### src/rtl/controlador_hd.sv
// controlador_hd: multi-cycle sequencer for the HD syscalls HD_TO_REG / REG_TO_HD.
// It freezes the single-cycle core while a disk access is in flight. It issues one
// command strobe to the HD, then waits for hd_ready under a timeout. It retires the
// access with a one-cycle done pulse, and the read data is kept for the writeback path.
module controlador_hd #(
    parameter int DATA_W   = 32,
    parameter int ADDR_W   = 12,
    parameter int HD_DEPTH = 4096,
    parameter int TIMEOUT  = 16
) (
    input  logic              clk,
    input  logic              rst,
    input  logic              req_rd,
    input  logic              req_wr,
    input  logic [ADDR_W-1:0] addr,
    input  logic [DATA_W-1:0] wdata,
    output logic              stall,
    output logic              done,
    output logic [DATA_W-1:0] rdata,
    output logic              hd_err,
    output logic              hd_en,
    output logic              hd_we,
    output logic [ADDR_W-1:0] hd_addr,
    output logic [DATA_W-1:0] hd_wdata,
    input  logic [DATA_W-1:0] hd_rdata,
    input  logic              hd_ready
);

    localparam int TW = $clog2(TIMEOUT) + 1;
    localparam logic [TW-1:0]   TOUT_LAST = TW'(TIMEOUT - 1);
    // One extra bit so that HD_DEPTH == 2**ADDR_W can be represented.
    localparam logic [ADDR_W:0] DEPTH_L   = (ADDR_W + 1)'(HD_DEPTH);

    typedef enum logic [1:0] {
        S_IDLE = 2'd0,
        S_CMD  = 2'd1,
        S_WAIT = 2'd2,
        S_DONE = 2'd3
    } state_t;

    state_t              state_r, state_nxt_s;
    logic [TW-1:0]       timer_r;
    logic                err_r;
    logic                hd_we_r;
    logic [ADDR_W-1:0]   hd_addr_r;
    logic [DATA_W-1:0]   hd_wdata_r;
    logic [DATA_W-1:0]   rdata_r;

    logic                req_s;
    logic                range_err_s;
    logic                latch_s;
    logic                fin_s;
    logic                fin_err_s;
    logic [DATA_W-1:0]   fin_data_s;
    logic                timer_clr_s;
    logic                timer_inc_s;

    assign req_s       = req_rd | req_wr;
    assign range_err_s = ({1'b0, addr} >= DEPTH_L);

    assign hd_we    = hd_we_r;
    assign hd_addr  = hd_addr_r;
    assign hd_wdata = hd_wdata_r;
    assign rdata    = rdata_r;

    // State register.
    always_ff @(posedge clk) begin
        if (rst) begin
            state_r <= S_IDLE;
        end else begin
            state_r <= state_nxt_s;
        end
    end

    // Next-state decode, core/HD control strobes and datapath load enables.
    always_comb begin
        state_nxt_s = state_r;
        stall       = 1'b0;
        done        = 1'b0;
        hd_err      = 1'b0;
        hd_en       = 1'b0;
        latch_s     = 1'b0;
        fin_s       = 1'b0;
        fin_err_s   = 1'b0;
        fin_data_s  = '0;
        timer_clr_s = 1'b0;
        timer_inc_s = 1'b0;
        case (state_r)
            S_IDLE: begin
                stall = req_s;
                if (req_s) begin
                    latch_s = 1'b1;
                    if (range_err_s) begin
                        // Out-of-range address: abort without touching the HD.
                        fin_s       = 1'b1;
                        fin_err_s   = 1'b1;
                        state_nxt_s = S_DONE;
                    end else begin
                        state_nxt_s = S_CMD;
                    end
                end else begin
                    state_nxt_s = S_IDLE;
                end
            end
            S_CMD: begin
                stall       = 1'b1;
                hd_en       = 1'b1;
                timer_clr_s = 1'b1;
                state_nxt_s = S_WAIT;
            end
            S_WAIT: begin
                stall = 1'b1;
                if (hd_ready) begin
                    // A ready arriving on the timeout cycle still counts as success.
                    fin_s       = 1'b1;
                    fin_data_s  = hd_we_r ? {DATA_W{1'b0}} : hd_rdata;
                    state_nxt_s = S_DONE;
                end else if (timer_r == TOUT_LAST) begin
                    fin_s       = 1'b1;
                    fin_err_s   = 1'b1;
                    state_nxt_s = S_DONE;
                end else begin
                    timer_inc_s = 1'b1;
                    state_nxt_s = S_WAIT;
                end
            end
            S_DONE: begin
                // Request may still be high here; it is the retiring instruction.
                done        = 1'b1;
                hd_err      = err_r;
                state_nxt_s = S_IDLE;
            end
            default: begin
                state_nxt_s = S_IDLE;
            end
        endcase
    end

    // Command latch, wait timer and result registers.
    always_ff @(posedge clk) begin
        if (rst) begin
            hd_we_r    <= 1'b0;
            hd_addr_r  <= '0;
            hd_wdata_r <= '0;
            timer_r    <= '0;
            rdata_r    <= '0;
            err_r      <= 1'b0;
        end else begin
            if (latch_s) begin
                hd_we_r    <= req_wr;   // write wins over a simultaneous read
                hd_addr_r  <= addr;
                hd_wdata_r <= wdata;
            end
            if (timer_clr_s) begin
                timer_r <= '0;
            end else if (timer_inc_s) begin
                timer_r <= timer_r + TW'(1);
            end
            if (fin_s) begin
                rdata_r <= fin_data_s;
                err_r   <= fin_err_s;
            end
        end
    end

endmodule

### config.mk
export PLATFORM = sky130hd
export DESIGN_NAME = controlador_hd
export DESIGN_NICKNAME = d
export VERILOG_FILES = /design/src/rtl/controlador_hd.sv
export SDC_FILE = /design/constraint.sdc
export NUM_CORES = 1
export LEC_CHECK = 0
export ABC_AREA = 1
export CAP_MARGIN = 20
export CORE_MARGIN = 4
export CORE_UTILIZATION = 37
export CTS_BUF_LIST = sky130_fd_sc_hd__clkbuf_4 sky130_fd_sc_hd__clkbuf_8
export CTS_CLUSTER_SIZE = 25
export DETAILED_ROUTE_END_ITERATION = 12
export GPL_TIMING_DRIVEN = 0
export MAX_ROUTING_LAYER = met4
export PLACE_DENSITY = 0.85
export SETUP_SLACK_MARGIN = 0.3
export SLEW_MARGIN = 20
export SYNTH_ARGS = -nofsm -noshare
export SYNTH_HDL_FRONTEND = slang
export SYNTH_SLANG_ARGS = --single-unit
### constraint.sdc
create_clock -name clk -period 1.5 [get_ports clk]
set_input_delay 0.3 -clock clk [delete_from_list [all_inputs] [get_ports clk]]
set_output_delay 0.3 -clock clk [all_outputs]
set_load 0.03 [all_outputs]
# Word level (Yosys, flattened, before mapping)
# Cells that the tools add are included.
[totals] regBits=85 in_bits=81 output_inout_bits=81 wordCells=37
[classes] n_addsub=1 n_eq_ne=4 muxes=21 bitwise=1 reduce_logical=3
[op_table] cell="32-bit 2-to-1 mux" n=3
[op_table] cell="1-bit 2-to-1 mux" n=16
[op_table] cell="2-bit one-hot mux with 4 select lines" n=1
[op_table] cell="5-bit by 1-bit adder with 5-bit output, second input constant" n=1
[op_table] cell="5-bit by 4-bit == test with 1-bit output, second input constant" n=1
[op_table] cell="2-bit == test, second input constant" n=2
[op_table] cell="2-bit OR reduction" n=2
[op_table] cell="2-bit by 1-bit == test with 1-bit output, second input constant" n=1
[op_table] cell="2-bit zero test" n=1
[op_table] cell="1-bit one-hot mux with 2 select lines" n=1
[op_table] cell="1-bit bitwise OR" n=1

# Longest topological paths before layout
[depth] ltp_word=4 depth_mapped=9 mapped_depth_nobuf=9

# Worst setup path before layout
# No wires, ideal clock.
[synth_timing] path_kind="register to output" startpoint="register state_r[0]" endpoint="output port stall" arrival_time_ns=1.302 t_required_ns=1.200 path_slack_ns=-0.102 path_stages_with_launch=6 path_buffers=1 path_cell_list="dfxtp_1 inv_1 ha_1 o21ai_1 clkbuf_1 a21oi_1"
[synth_between] elab_chain_cells=3
[synth_lines] item="start: declaration" line="41" rtl="state_t state_r, state_nxt_s;"
[synth_lines] item="start signal: assignment" line="71" rtl="state_r <= state_nxt_s;"
[synth_lines] item="2-bit == test / 2-bit by 1-bit == test with 1-bit output (equally long branches)" line="88" rtl="case (state_r)"
[synth_lines] item="2-bit OR reduction (no source line)"
[synth_lines] item="1-bit one-hot mux with 2 select lines *" line="88"
[synth_lines] item="end: declaration" line="17" rtl="output logic stall,"
# Mark *: on every way between the ends. The rest lies on a longest branch, timed or not.

# Worst setup path in the final report
[layout_timing] startpoint="register state_r[0]" endpoint="register rdata_r[19], in the netlist rdata[19]"
[layout_between] elab_chain_cells=2
[layout_lines] item="2-bit == test *" line="88"
[layout_lines] item="32-bit 2-to-1 mux / 1-bit 2-to-1 mux (equally long branches)"
[layout_lines] item="end signal: assignment" line="160" rtl="rdata_r <= fin_data_s;"
[layout_lines] item="end: declaration" line="47" rtl="logic [DATA_W-1:0] rdata_r;"
# Marks and branches as above.
# A chain may end at the register's enable or synchronous reset.

==> summary.txt <==
=================================================================================
Diode insertion count for antenna repair ...........................            0
Number of buffers between clock root and the deepest sink ..........            2
Post-synthesis cell type with the largest combined area ............      dfxtp_1
Design internal power ..............................................    0.00471 W
Critical path, cell by cell ........................................ inv_4, buf_6, buf_6, ha_4, buf_6, buf_6, nand2_8, clkbuf_16, nand3_2, a21oi_2
Post-placement cell area ...........................................     5160 um2
Post-route antenna net violation count .............................            0
DP Cell Count ......................................................          662
Area of all placed cells without fillers ...........................     6670 um2
Clk sink count .....................................................           85
Post-layout min period .............................................      1.69 ns
Worst Setup Start Kind .............................................         flop
Setup repair after global routing missed its margin ................          yes
Post-Synthesis Cell Area ...........................................     3160 um2
Placeable core area ................................................     8260 um2
Worst Slack Setup Final ............................................    -0.188 ns
Start of the worst register-to-register path ....................... state_r[0]$_SDFF_PP0_
Final Util .........................................................        0.807
Required time reported for the critical path endpoint ..............      1.78 ns
Seq/Total Area, Yosys ..............................................        0.538
Largest net degree at the start of global routing ..................           16
Logic gate share of total power ....................................        0.394
Maximum ir drop on the vdd rail ....................................     0.714 mV
Number of global-route vias before repair ..........................         3522
Clock Latency Late Sink ............................................      0.35 ns
Endpoint of the most critical setup path ........................... rdata[19]$_SDFFE_PP0P_
Transition time at the pin with the least slew margin ..............     0.783 ns
Wire per inst ......................................................      18.7 um
Non-Filler Instances ...............................................          713
Antenna violations before repair ...................................            0
Maximum frequency from static timing analysis ......................    0.592 GHz
Post-synthesis sequential element count ............................           85
Portion of total power attributed to sequential cells ..............        0.374
Failing checks ..................................................... negative setup slack
Fraction of power spent switching nets .............................        0.355
Portion of synthesized cell area occupied by the leading cell type .        0.538
Final net count ....................................................          691
Count of yosys warnings during synthesis ...........................            0
Max Cap Violations .................................................            0
Ratio of total power to cell area ..................................  1100 nW/um2
Type of the most critical hold path ................................    in -> reg
Area enclosed by the die boundary ..................................    10100 um2
CTS tree ...........................................................        built
Most numerous cell on the critical path ............................        buf_6
LEAKAGE ............................................................      2.74 nW
Number of vias after detailed routing ..............................         3711
Number of max-slew violations in the final report ..................            0
GPL Wtd Cong .......................................................        0.805
CTS Hold Bufs ......................................................            0
Max Clock Skew .....................................................    0.0118 ns
Buffer type at the clock tree root .................................     clkbuf_8
Average vias per placed instance ...................................         5.20
Gate count after technology mapping ................................          397
FF-to-FF End ....................................................... rdata[19]$_SDFFE_PP0P_
Number of fill cells ...............................................          439
Area of the multi-input gates ......................................     2120 um2
Leading cell types by total area after synthesis ................... dfxtp_1, nor2_1, a21oi_1
Initial core utilization ...........................................        0.383
Worst setup EP type ................................................         flop
Endpoint arrival time on the critical path .........................      1.97 ns
Tightest slew margin relative to the limit .........................        0.478
Tot GR Track Use ...................................................        0.214
Hold violation count in the final report ...........................            0
Netlist cell types .................................................           19
Total nets after synthesis .........................................          485
DRT Pass-1 Iters ...................................................            6
Chip Height ........................................................       100 um
Chip Width .........................................................       100 um
Number of port buffers .............................................          160
Ratio of cells with drive above 1 in the final layout ..............        0.572
Layout Area Growth over Synthesis ..................................         111%
Num ports ..........................................................          162
Part of the cycle the worst path needs .............................         1.13
Switching power total ..............................................    0.00259 W
Clock transition at path regs ......................................      0.10 ns
Syn_area_per_cell ..................................................     7.97 um2
Register-to-register setup slack ...................................     -0.19 ns
Remaining design rule violation count ..............................            0
Count of endpoints failing setup in the final report ...............           43
CP max-delay cell ..................................................      dfxtp_4
Crit Path Max Fanout ...............................................            8
Detailed-placement wirelength estimate .............................      7500 um
Result of the run .................................................. complete, but fails checks
Total number of H-tree levels ......................................            3
Floorplan row count ................................................           33
Global route overflow ..............................................            0
Final wirelength ...................................................     13300 um
Register area ......................................................     1770 um2
Startpoint of the most critical setup path ......................... state_r[0]$_SDFF_PP0_
Worst Reg-to-Reg Cells .............................................           10
CTS Buf Count ......................................................            9
Highest cell delay on the worst timing path ........................      0.38 ns
Worst Path Class, Setup ............................................   reg -> reg
Power share of the clock group .....................................        0.232
DRC marker count from the first detailed-route iteration ...........          131
Global-route wire length before repair .............................     16800 um
=================================================================================
critical path: cells and delay by family (launching register included):
family	cells	cell delay (ns)
AO/OA/AOI/OAI	1	0.15
adder cells (fa/ha/maj)	1	0.19
buffers and inverters	6	0.68
flip-flops	1	0.38
AND/OR/NAND/NOR	2	0.23
per-layer routing:
metal,vias to the layer above,share of wire,GRT usage
met3,33,0.069,0.0623
met1,1784,0.38,0.245
met4,0,0.029,0.0694
met5,-,0,-
li1,1723,-,-
met2,171,0.52,0.360
through the flow:
stage               power, W  hold slack [ns]  worst slack (ns)  setup TNS [ns]
finish               0.00730            0.269            -0.188           -5.45
global route         0.00761            0.275            -0.246           -8.00
CTS                  0.00668            0.257            -0.179          -0.226
detailed placement   0.00476            0.469            -0.725          -10.14
global placement     0.00472            0.458            -0.716           -9.37
floorplan            0.00387            0.437             0.193               0
power groups by stage:
stage               logic (W)  clock network (W)  registers (W)
floorplan            0.000714                  0        0.00316
CTS                   0.00232            0.00170        0.00266
global route          0.00303            0.00182        0.00276
detailed placement    0.00205                  0        0.00271
finish                0.00288            0.00170        0.00273
global placement      0.00203                  0        0.00269
registers in the layout, indices dropped and copies added, names as in the netlist:
signal,cells
rdata,32
err_r,1
timer_r,5
hd_addr,12
state_r,2
hd_wdata,32
hd_we,1
synth_stat cells:
master,count
nand2_4,1
inv_2,2
inv_1,8
buf_6,3
buf_1,1
o21a_1,1
dfxtp_1,85
buf_4,4
buf_2,11
and3_1,1
clkbuf_1,7
a21oi_1,38
ha_1,7
o21ai_1,11
o21ai_0,36
nor2_8,1
nor2_1,100
nand2_1,46
nand3_1,34
cell type report:
type,instances,share of cell area
multi-input combinational,276,0.318
timing repair buffer,194,0.306
sequential,85,0.266
buffer,26,0.0499
clock buffer,10,0.0197
tap,105,0.0197
clock inverter,6,0.0107
inverter,10,0.00826
timing repair inverter,1,0.00169
placed cells by master, fill, tap and decap left out, types with 5 or more instances in the layout:
cell type        instances
nand2_1                 13
o21ai_0                 14
nand2_4                 21
ha_4                     5
buf_6                   56
nand3_4                 16
dfxtp_1                 38
clkbuf_16                8
nand2_2                 11
o21ai_2                 19
nor2_2                  12
dfxtp_2                 42
dfxtp_4                  5
o21ai_1                 12
clkdlybuf4s50_1         79
nor2_1                  86
clkbuf_8                 9
nand3_2                 16
clkbuf_1                 6
buf_12                  10
a21oi_2                 32
buf_4                   53
repair_timing:
item / CTS / global route
setup endpoints to repair: 161 / 151
endpoints found under the hold margin: 0 / 0
pin swaps: 15 / 50
buffers inserted: 8 / 14
gates cloned: 4 / 9
resized for setup: 584 / 236
worst min-delay path by stage:
stage	start	end	cells after the start
after floorplan	err_r$_SDFFE_PP0P_	err_r$_SDFFE_PP0P_	2
after global placement	rdata[1]$_SDFFE_PP0P_	rdata[1]$_SDFFE_PP0P_	2
after detailed placement	rdata[18]$_SDFFE_PP0P_	rdata[18]$_SDFFE_PP0P_	2
after CTS	rst	rdata[0]$_SDFFE_PP0P_	2
after global routing	rst	rdata[0]$_SDFFE_PP0P_	2
final	rst	rdata[1]$_SDFFE_PP0P_	2
cells by family (layout without fill, tap and decap cells):
group | Yosys count | in the layout | synth area share
buffers and inverters | 36 | 247 | 0.0589
and+or+nand+nor | 183 | 183 | 0.239
adders and majority gates | 7 | 7 | 0.0277
AOI/OAI and AO/OA | 86 | 86 | 0.137
DFF | 85 | 85 | 0.538
Note: power is estimated with default switching activity, not from simulation.
